$ cat config.mk
export PLATFORM = sky130hd
export DESIGN_NAME = atoi_stream
export DESIGN_NICKNAME = d
export VERILOG_FILES = /design/src/rtl/atoi_stream.sv
export SDC_FILE = /design/constraint.sdc
export NUM_CORES = 1
export LEC_CHECK = 0
export ABC_AREA = 1
export CELL_PAD_IN_SITES_DETAIL_PLACEMENT = 1
export CELL_PAD_IN_SITES_GLOBAL_PLACEMENT = 1
export CORE_MARGIN = 5
export CORE_UTILIZATION = 30
export DETAILED_ROUTE_END_ITERATION = 10
export HOLD_SLACK_MARGIN = 0.05
export PLACE_DENSITY = 0.68
export SYNTH_ARGS = -nofsm -noshare
export SYNTH_HDL_FRONTEND = slang
export SYNTH_SLANG_ARGS = --single-unit
$ cat constraint.sdc
create_clock -name clk -period 8.03 [get_ports clk]
set_clock_uncertainty 0.1 [all_clocks]
set_input_delay 2.0075 -clock clk [delete_from_list [all_inputs] [get_ports clk]]
set_output_delay 2.0075 -clock clk [all_outputs]
set_load 0.1 [all_outputs]
$ cat src/rtl/atoi_stream.sv
// rtl/atoi_stream.sv - ASCII decimal character stream to binary integer converter
// One char per clock, no backpressure; each delimiter-terminated number yields a one-cycle result pulse.
module atoi_stream #(
  parameter int OUT_W      = 16,
  parameter int MAX_DIGITS = 5,
  parameter int SIGNED     = 0
) (
  input  logic             clk,
  input  logic             reset,
  input  logic             in_valid,
  input  logic [7:0]       in_char,
  output logic             out_valid,
  output logic [OUT_W-1:0] out_num,
  output logic             out_err,
  output logic [3:0]       out_ndig,
  output logic             busy
);

  // Four spare bits above OUT_W keep acc*10+9 exact for any acc up to LIMIT.
  localparam int AW = OUT_W + 4;
  localparam logic [AW-1:0] ONE       = AW'(1);
  localparam logic [AW-1:0] LIM_UNS   = (ONE << OUT_W) - ONE;
  localparam logic [AW-1:0] LIM_POS   = (ONE << (OUT_W - 1)) - ONE;
  localparam logic [AW-1:0] LIM_NEG   = ONE << (OUT_W - 1);
  localparam logic [3:0]    MAX_NDIG  = 4'(MAX_DIGITS);

  typedef enum logic [1:0] {
    S_IDLE,
    S_SIGN,
    S_ACCUM,
    S_ERR
  } state_t;

  state_t           state_q;
  logic [AW-1:0]    acc_q;
  logic [3:0]       ndig_q;
  logic             neg_q;
  logic             out_valid_q;
  logic [OUT_W-1:0] out_num_q;
  logic             out_err_q;
  logic [3:0]       out_ndig_q;

  logic             is_digit;
  logic             is_delim;
  logic             is_minus;
  logic [AW-1:0]    digit_val;
  logic [AW-1:0]    acc_d;
  logic [3:0]       ndig_d;
  logic [AW-1:0]    limit;
  logic             over;
  logic [OUT_W-1:0] good_num_d;

  always_comb begin
    is_digit   = (in_char >= 8'h30) && (in_char <= 8'h39);
    is_delim   = (in_char == 8'h20) || (in_char == 8'h2C) || (in_char == 8'h09) ||
                 (in_char == 8'h0D) || (in_char == 8'h0A);
    is_minus   = (in_char == 8'h2D);
    digit_val  = AW'(in_char[3:0]);
    acc_d      = (acc_q << 3) + (acc_q << 1) + digit_val;
    ndig_d     = (ndig_q == 4'd15) ? 4'd15 : ndig_q + 4'd1;
    if (SIGNED == 0) begin
      limit = LIM_UNS;
    end else if (neg_q) begin
      limit = LIM_NEG;
    end else begin
      limit = LIM_POS;
    end
    over       = (ndig_q >= MAX_NDIG) || (acc_d > limit);
    good_num_d = neg_q ? (~acc_q[OUT_W-1:0] + 1'b1) : acc_q[OUT_W-1:0];
  end

  always_ff @(posedge clk) begin
    if (reset) begin
      state_q     <= S_IDLE;
      acc_q       <= '0;
      ndig_q      <= '0;
      neg_q       <= 1'b0;
      out_valid_q <= 1'b0;
      out_num_q   <= '0;
      out_err_q   <= 1'b0;
      out_ndig_q  <= '0;
    end else begin
      out_valid_q <= 1'b0;
      if (in_valid) begin
        case (state_q)
          S_IDLE: begin
            if (is_digit) begin
              state_q <= S_ACCUM;
              acc_q   <= digit_val;
              ndig_q  <= 4'd1;
              neg_q   <= 1'b0;
            end else if (is_delim) begin
              state_q <= S_IDLE;
            end else if (is_minus && (SIGNED != 0)) begin
              state_q <= S_SIGN;
              acc_q   <= '0;
              ndig_q  <= '0;
              neg_q   <= 1'b1;
            end else begin
              state_q <= S_ERR;
              acc_q   <= '0;
              ndig_q  <= '0;
              neg_q   <= 1'b0;
            end
          end
          S_SIGN: begin
            if (is_digit) begin
              state_q <= S_ACCUM;
              acc_q   <= digit_val;
              ndig_q  <= 4'd1;
            end else if (is_delim) begin
              state_q     <= S_IDLE;
              out_valid_q <= 1'b1;
              out_num_q   <= '0;
              out_err_q   <= 1'b1;
              out_ndig_q  <= ndig_q;
            end else begin
              state_q <= S_ERR;
            end
          end
          S_ACCUM: begin
            if (is_digit) begin
              ndig_q <= ndig_d;
              if (over) begin
                state_q <= S_ERR;
              end else begin
                acc_q <= acc_d;
              end
            end else if (is_delim) begin
              state_q     <= S_IDLE;
              out_valid_q <= 1'b1;
              out_num_q   <= good_num_d;
              out_err_q   <= 1'b0;
              out_ndig_q  <= ndig_q;
            end else begin
              state_q <= S_ERR;
            end
          end
          S_ERR: begin
            // Digits are still counted so the error result reports how many were seen.
            if (is_digit) begin
              ndig_q <= ndig_d;
            end else if (is_delim) begin
              state_q     <= S_IDLE;
              out_valid_q <= 1'b1;
              out_num_q   <= '0;
              out_err_q   <= 1'b1;
              out_ndig_q  <= ndig_q;
            end
          end
          default: state_q <= S_IDLE;
        endcase
      end
    end
  end

  assign out_valid = out_valid_q;
  assign out_num   = out_num_q;
  assign out_err   = out_err_q;
  assign out_ndig  = out_ndig_q;
  assign busy      = (state_q != S_IDLE);

endmodule

# Word level (Yosys, flattened, before mapping)
# Cells that the tools add are included.
[totals] in_bits=11 out_inout_bits=23 wordCells=96 ff_bits=48
[op_classes] order_cmp=4 reduce_logical=21 bitwise_logic=4 addsub=4 n_eq_ne=22 n_mux=33
[ops] op="19-bit two-way mux" count=5
[ops] op="16-bit two-way mux" count=5
[ops] op="19-bit case mux with 3 select lines" count=1
[ops] op="16-bit case mux with 2 select lines" count=1
[ops] op="8-bit by 4-bit equality test with 1-bit output, second input constant" count=3
[ops] op="20-bit adder" count=1
[ops] op="20-bit by 4-bit adder with 20-bit output" count=1
[ops] op="20-bit by 16-bit > comparator with 1-bit output, second input constant" count=1
[ops] op="4-bit two-way mux" count=5
[ops] op="2-bit != test, second input constant" count=9
[ops] op="16-bit by 1-bit adder with 16-bit output, second input constant" count=1
[ops] op="8-bit by 6-bit equality test with 1-bit output, second input constant" count=2
[ops] op="16-bit NOT" count=1
[ops] op="2-bit two-way mux" count=6
[ops] op="4-bit case mux with 3 select lines" count=1
[ops] op="4-bit AND reduction" count=3
[ops] op="6-bit AND reduction" count=2
[ops] op="8-bit by 6-bit greater-or-equal comparator with 1-bit output, second input constant" count=1
[ops] op="8-bit by 6-bit <= comparator with 1-bit output, second input constant" count=1
[ops] op="1-bit two-way mux" count=7
[ops] op="3-bit != test, second input constant" count=2
[ops] op="2-bit case mux with 3 select lines" count=1
[ops] op="2-bit OR reduction" count=3
[ops] op="1-bit logical OR" count=5
[ops] op="15 further kinds" count=20

# Depth between registers and ports, before layout
[logic_depth] ltp_word=8 mapped_depth=21 depth_no_buf=20

# Worst setup path before layout
# No wires, ideal clock.
[synth_timing] kind="in2reg" start="in in_char[3]" end="reg acc_q[10]" arrival_time_ns=4.234 path_stages=18 setup_time_ns=0.140 setup_slack_ns=3.556 required_time_ns=7.790 path_buffers=1 path_cell_list="inv_1 -> fa_1 -> fa_1 -> inv_1 -> nand3_1 -> nand3_1 -> nand2_1 -> nand2_2 -> nand2_1 -> nand3_1 -> nand2_1 -> nor2_2 -> nand2_2 -> nand2_4 -> nand2_4 -> buf_12 -> nand2_2 -> a21oi_2"
[synth_via] elab_chain_cells=7 elab_cells_between_ends=24 classes_between="add/sub: 1; order compare: 3; eq/ne: 9; mux: 4; reduce/logical: 7"
[synth_lines] item="start, declared" line="11" text="input logic [7:0] in_char,"
[synth_lines] item="branches (longest 7 deep; another with 20-bit by 4-bit adder with 20-bit output)"
[synth_lines] item="end signal, assigned" line="89" text="acc_q <= digit_val;"
[synth_lines] item="end signal, assigned" line="109" text="acc_q <= digit_val;"
[synth_lines] item="end, declared" line="35" text="logic [AW-1:0] acc_q;"
# Parallel ways; which one is timed is not known. The select of a mux whose other input is x is not followed.
# A chain may end at the register's enable or synchronous reset.

# Worst setup path after layout
[layout_timing] start="in in_char[3]" end="reg acc_q[14]"
# Same word-level chain as after synthesis.

==> results.py <==
metrics = {
    "power_and_ir_drop": {
        "ir_drop_v": 0.00009584,
        "p_leak_nw": 1.872,
        "switching_power_mw": 0.1637,
        "seq_power_share_pct": 39.8,
        "power_density_nw_per_um2": 145.7,
        "swShare_pct": 26.87,
        "power_frac_clock_pct": 44.2,
        "power_frac_comb_pct": 16.0,
        "internal-power_mw": 0.4454,
    },
    "routing": {
        "ant_nets": 0,
        "post_drt_wl_per_cell_um": 14.85,
        "drt_pass1_iterations": 4,
        "drt_iter0_drc": 141,
        "drcViolationCount": 0,
        "vias": 3314,
        "drt_wl_total_um": 10040,
        "vias_per_cell": 4.902,
    },
    "worst_hold_path": {
        "min_path_type": "flop to flop",
    },
    "run_status": {
        "outcome": "completed",
    },
    "floorplan": {
        "pin_count": 34,
        "start_util_pct": 30.88,
        "die_area_sq_um": 14130,
        "core-area_sq_um": 11520,
        "die_w_um": 118.9,
        "dieHeight_um": 118.9,
        "row_count": 39,
    },
    "sta": {
        "slew_violations": 0,
        "setup_tns_ns": 0,
        "setup_ws_ns": 2.904,
        "finalCritPeriodShare_pct": 63.83,
        "rsz0062_at_grt": "false",
        "setup_viol": 0,
        "hold_violations": 0,
        "slew_headroom_pct": 33.51,
        "clock.fmax_mhz": 195.1,
        "fin_crit_ns": 5.126,
        "max_slew.worst_pin.slew_ns": 0.9936,
    },
    "worst_setup_path": {
        "cp.arrival_ns": 5.21,
        "cp-start-kind": "primary input",
        "crit_fanout": 19,
        "setup.worst_path.end_class": "flop",
        "crit_type": "primary input to flop",
        "critical_path_required_ns": 8.11,
    },
    "global_routing": {
        "grt_max_degree": 41,
        "grt_first_pass_wirelength_um": 17150,
        "grt_use_total_pct": 14.61,
        "gr-total-overflow": 0,
        "grt_pass1_vias": 3533,
        "antenna_found_initial": 0,
    },
    "logic_synthesis": {
        "synth_top_cell_area_share_pct": 26.46,
        "yosys_warnings": 0,
        "syn_nets": 558,
        "post_synth_num_cell_types": 35,
        "syn_area_sq_um": 3556,
        "synth_seq_area_share_pct": 26.46,
        "async_flop_share_pct": 0,
        "yosysTopAreaCell": "dfxtp_1",
        "synthTopCellsByArea": "dfxtp_1 (26%), ha_1 (15%), nand2_1 (12%)",
        "avgSynthCellArea_sq_um": 7.069,
        "ys_ff_latch": 47,
        "synth_edf_count": 0,
        "yosysMostFrequentCell": "nand2_1",
        "synth_ff_type": "dfxtp_1",
        "syn_inst": 503,
        "yosys-top-cells-count": "nand2_1 (115), inv_1 (57), dfxtp_1 (47)",
    },
    "clocking": {
        "clockBufferDepth": 2,
        "cts-root-buf": "clkbuf_16",
        "post_cts_resized": 0,
        "cts_buffers": 5,
        "ctsHoldBuffers": 0,
        "post_cts.repair.setup_buffers": 0,
        "path_clk_slew_ns": 0.07,
        "worstSkewPairLatency_ns": 0.29,
        "htree_levels": 2,
        "cts_tree": "done",
        "clock-sinks": 47,
    },
    "job": {
        "maxCapViolCount": 0,
    },
    "finish": {
        "antenna_cells": 0,
        "drive_gt1_share_pct": 11.26,
        "regArea_sq_um": 940.9,
        "fin_nets": 587,
        "multi_input_area_sq_um": 2293,
        "fill_cells": 1447,
        "area_delta_synth_final_pct": 17.56,
    },
    "placement": {
        "dp_hpwl_um": 8263,
        "port_buffers": 33,
        "pre_cts_ws_ns": 2.610,
        "place_congestion": 0.8324,
    },
}
[registers in the layout (all words and copies together), names as in the netlist]
| name | count |
|---|---|
| ndig_q | 4 |
| acc_q | 19 |
| out_valid | 1 |
| state_q | 2 |
| out_err | 1 |
| out_num | 16 |
| out_ndig | 4 |
[path summary, 6_finish.rpt]
| check | from | end | slack (ns) | cells after the start |
|---|---|---|---|---|
| worst min-delay path | out_num[12]$_SDFFE_PP0P_ | out_num[12]$_SDFFE_PP0P_ | 0.36 | 2 |
| worst min register to register | out_num[12]$_SDFFE_PP0P_ | out_num[12]$_SDFFE_PP0P_ | 0.36 | 2 |
| worst max register to register | acc_q[0]$_SDFFE_PP0P_ | acc_q[14]$_SDFFE_PP0P_ | 4.79 | 17 |
| worst max-delay path | in_char[3] | acc_q[14]$_SDFFE_PP0P_ | 2.90 | 18 |
[routing by layer]
layer	share of wire [%]	global-route usage, %	vias up
li1	-	-	1706
met1	46	18.48	1558
met2	50	26.25	39
met3	2.2	2.133	11
met4	1.7	3.331	0
met5	0	0	-
[power groups by stage]
stage               registers [mW]  logic (mW)  clock network [mW]
detailed placement           0.248      0.0982                   0
floorplan                    0.249      0.0735                   0
global placement             0.247      0.0955                   0
CTS                          0.242      0.0990               0.276
finish                       0.242      0.0976               0.269
global route                 0.243       0.110               0.289
[cells by family (layout without fill, tap and decap cells)]
group / Yosys count / in the layout / synth area share [%]
AOI/OAI and AO/OA: 86 / 86 / 14.25
xor gates and xnor gates: 12 / 12 / 2.956
adders and majority gates: 44 / 44 / 15.90
buffers and inverters: 75 / 105 / 9.043
DFF: 47 / 47 / 26.46
and+or+nand+nor: 239 / 239 / 31.39
[layout by cell type (no fill, tap or decap), types with 6 or more instances in the layout]
cell type and n:
nand2_1 115, inv_1 57, dfxtp_1 47, nand3_1 46
a21oi_1 45, ha_1 42, nor2_1 38, clkdlybuf4s50_1 33
o21ai_0 17, nand2_2 14, a21oi_2 12, nand3_2 11
xnor2_1 9, inv_2 6
[worst max-delay path: stages]
cell and delay [ns]:
clkdlybuf4s50_1 0.51, inv_1 0.11, fa_1 0.54, fa_1 0.48, inv_1 0.10, nand3_1 0.07
nand3_1 0.11, nand2_1 0.07, nand2_2 0.08, nand2_1 0.07, nand3_1 0.08, nand2_1 0.06
nor2_2 0.15, nand2_2 0.08, nand2_4 0.20, nand2_4 0.20, o21ai_0 0.20, nor2_1 0.06
[area by class of cell]
cell class | count | area share (%)
Multi-Input combinational cell | 381 | 54.86
Sequential cell | 47 | 22.51
Timing Repair Buffer | 34 | 8.081
Inverter | 63 | 5.657
Tap cell | 143 | 4.280
Clock buffer | 5 | 2.993
Clock inverter | 3 | 1.616
[stage by stage]
step	std cells	power, mW	hold WS [ns]	instance area, sq um	util (%)
final	676	0.6091	0.3647	4180	36.30
after detailed placement	668	0.3458	0.3572	3988	34.63
after floorplan	503	0.3227	0.3205	3556	-
after global routing	676	0.6417	0.3876	4180	36.30
after global placement	668	0.3430	0.3413	3988	34.63
after CTS	676	0.6169	0.3679	4180	36.30
(Power assumes the default switching activity.)
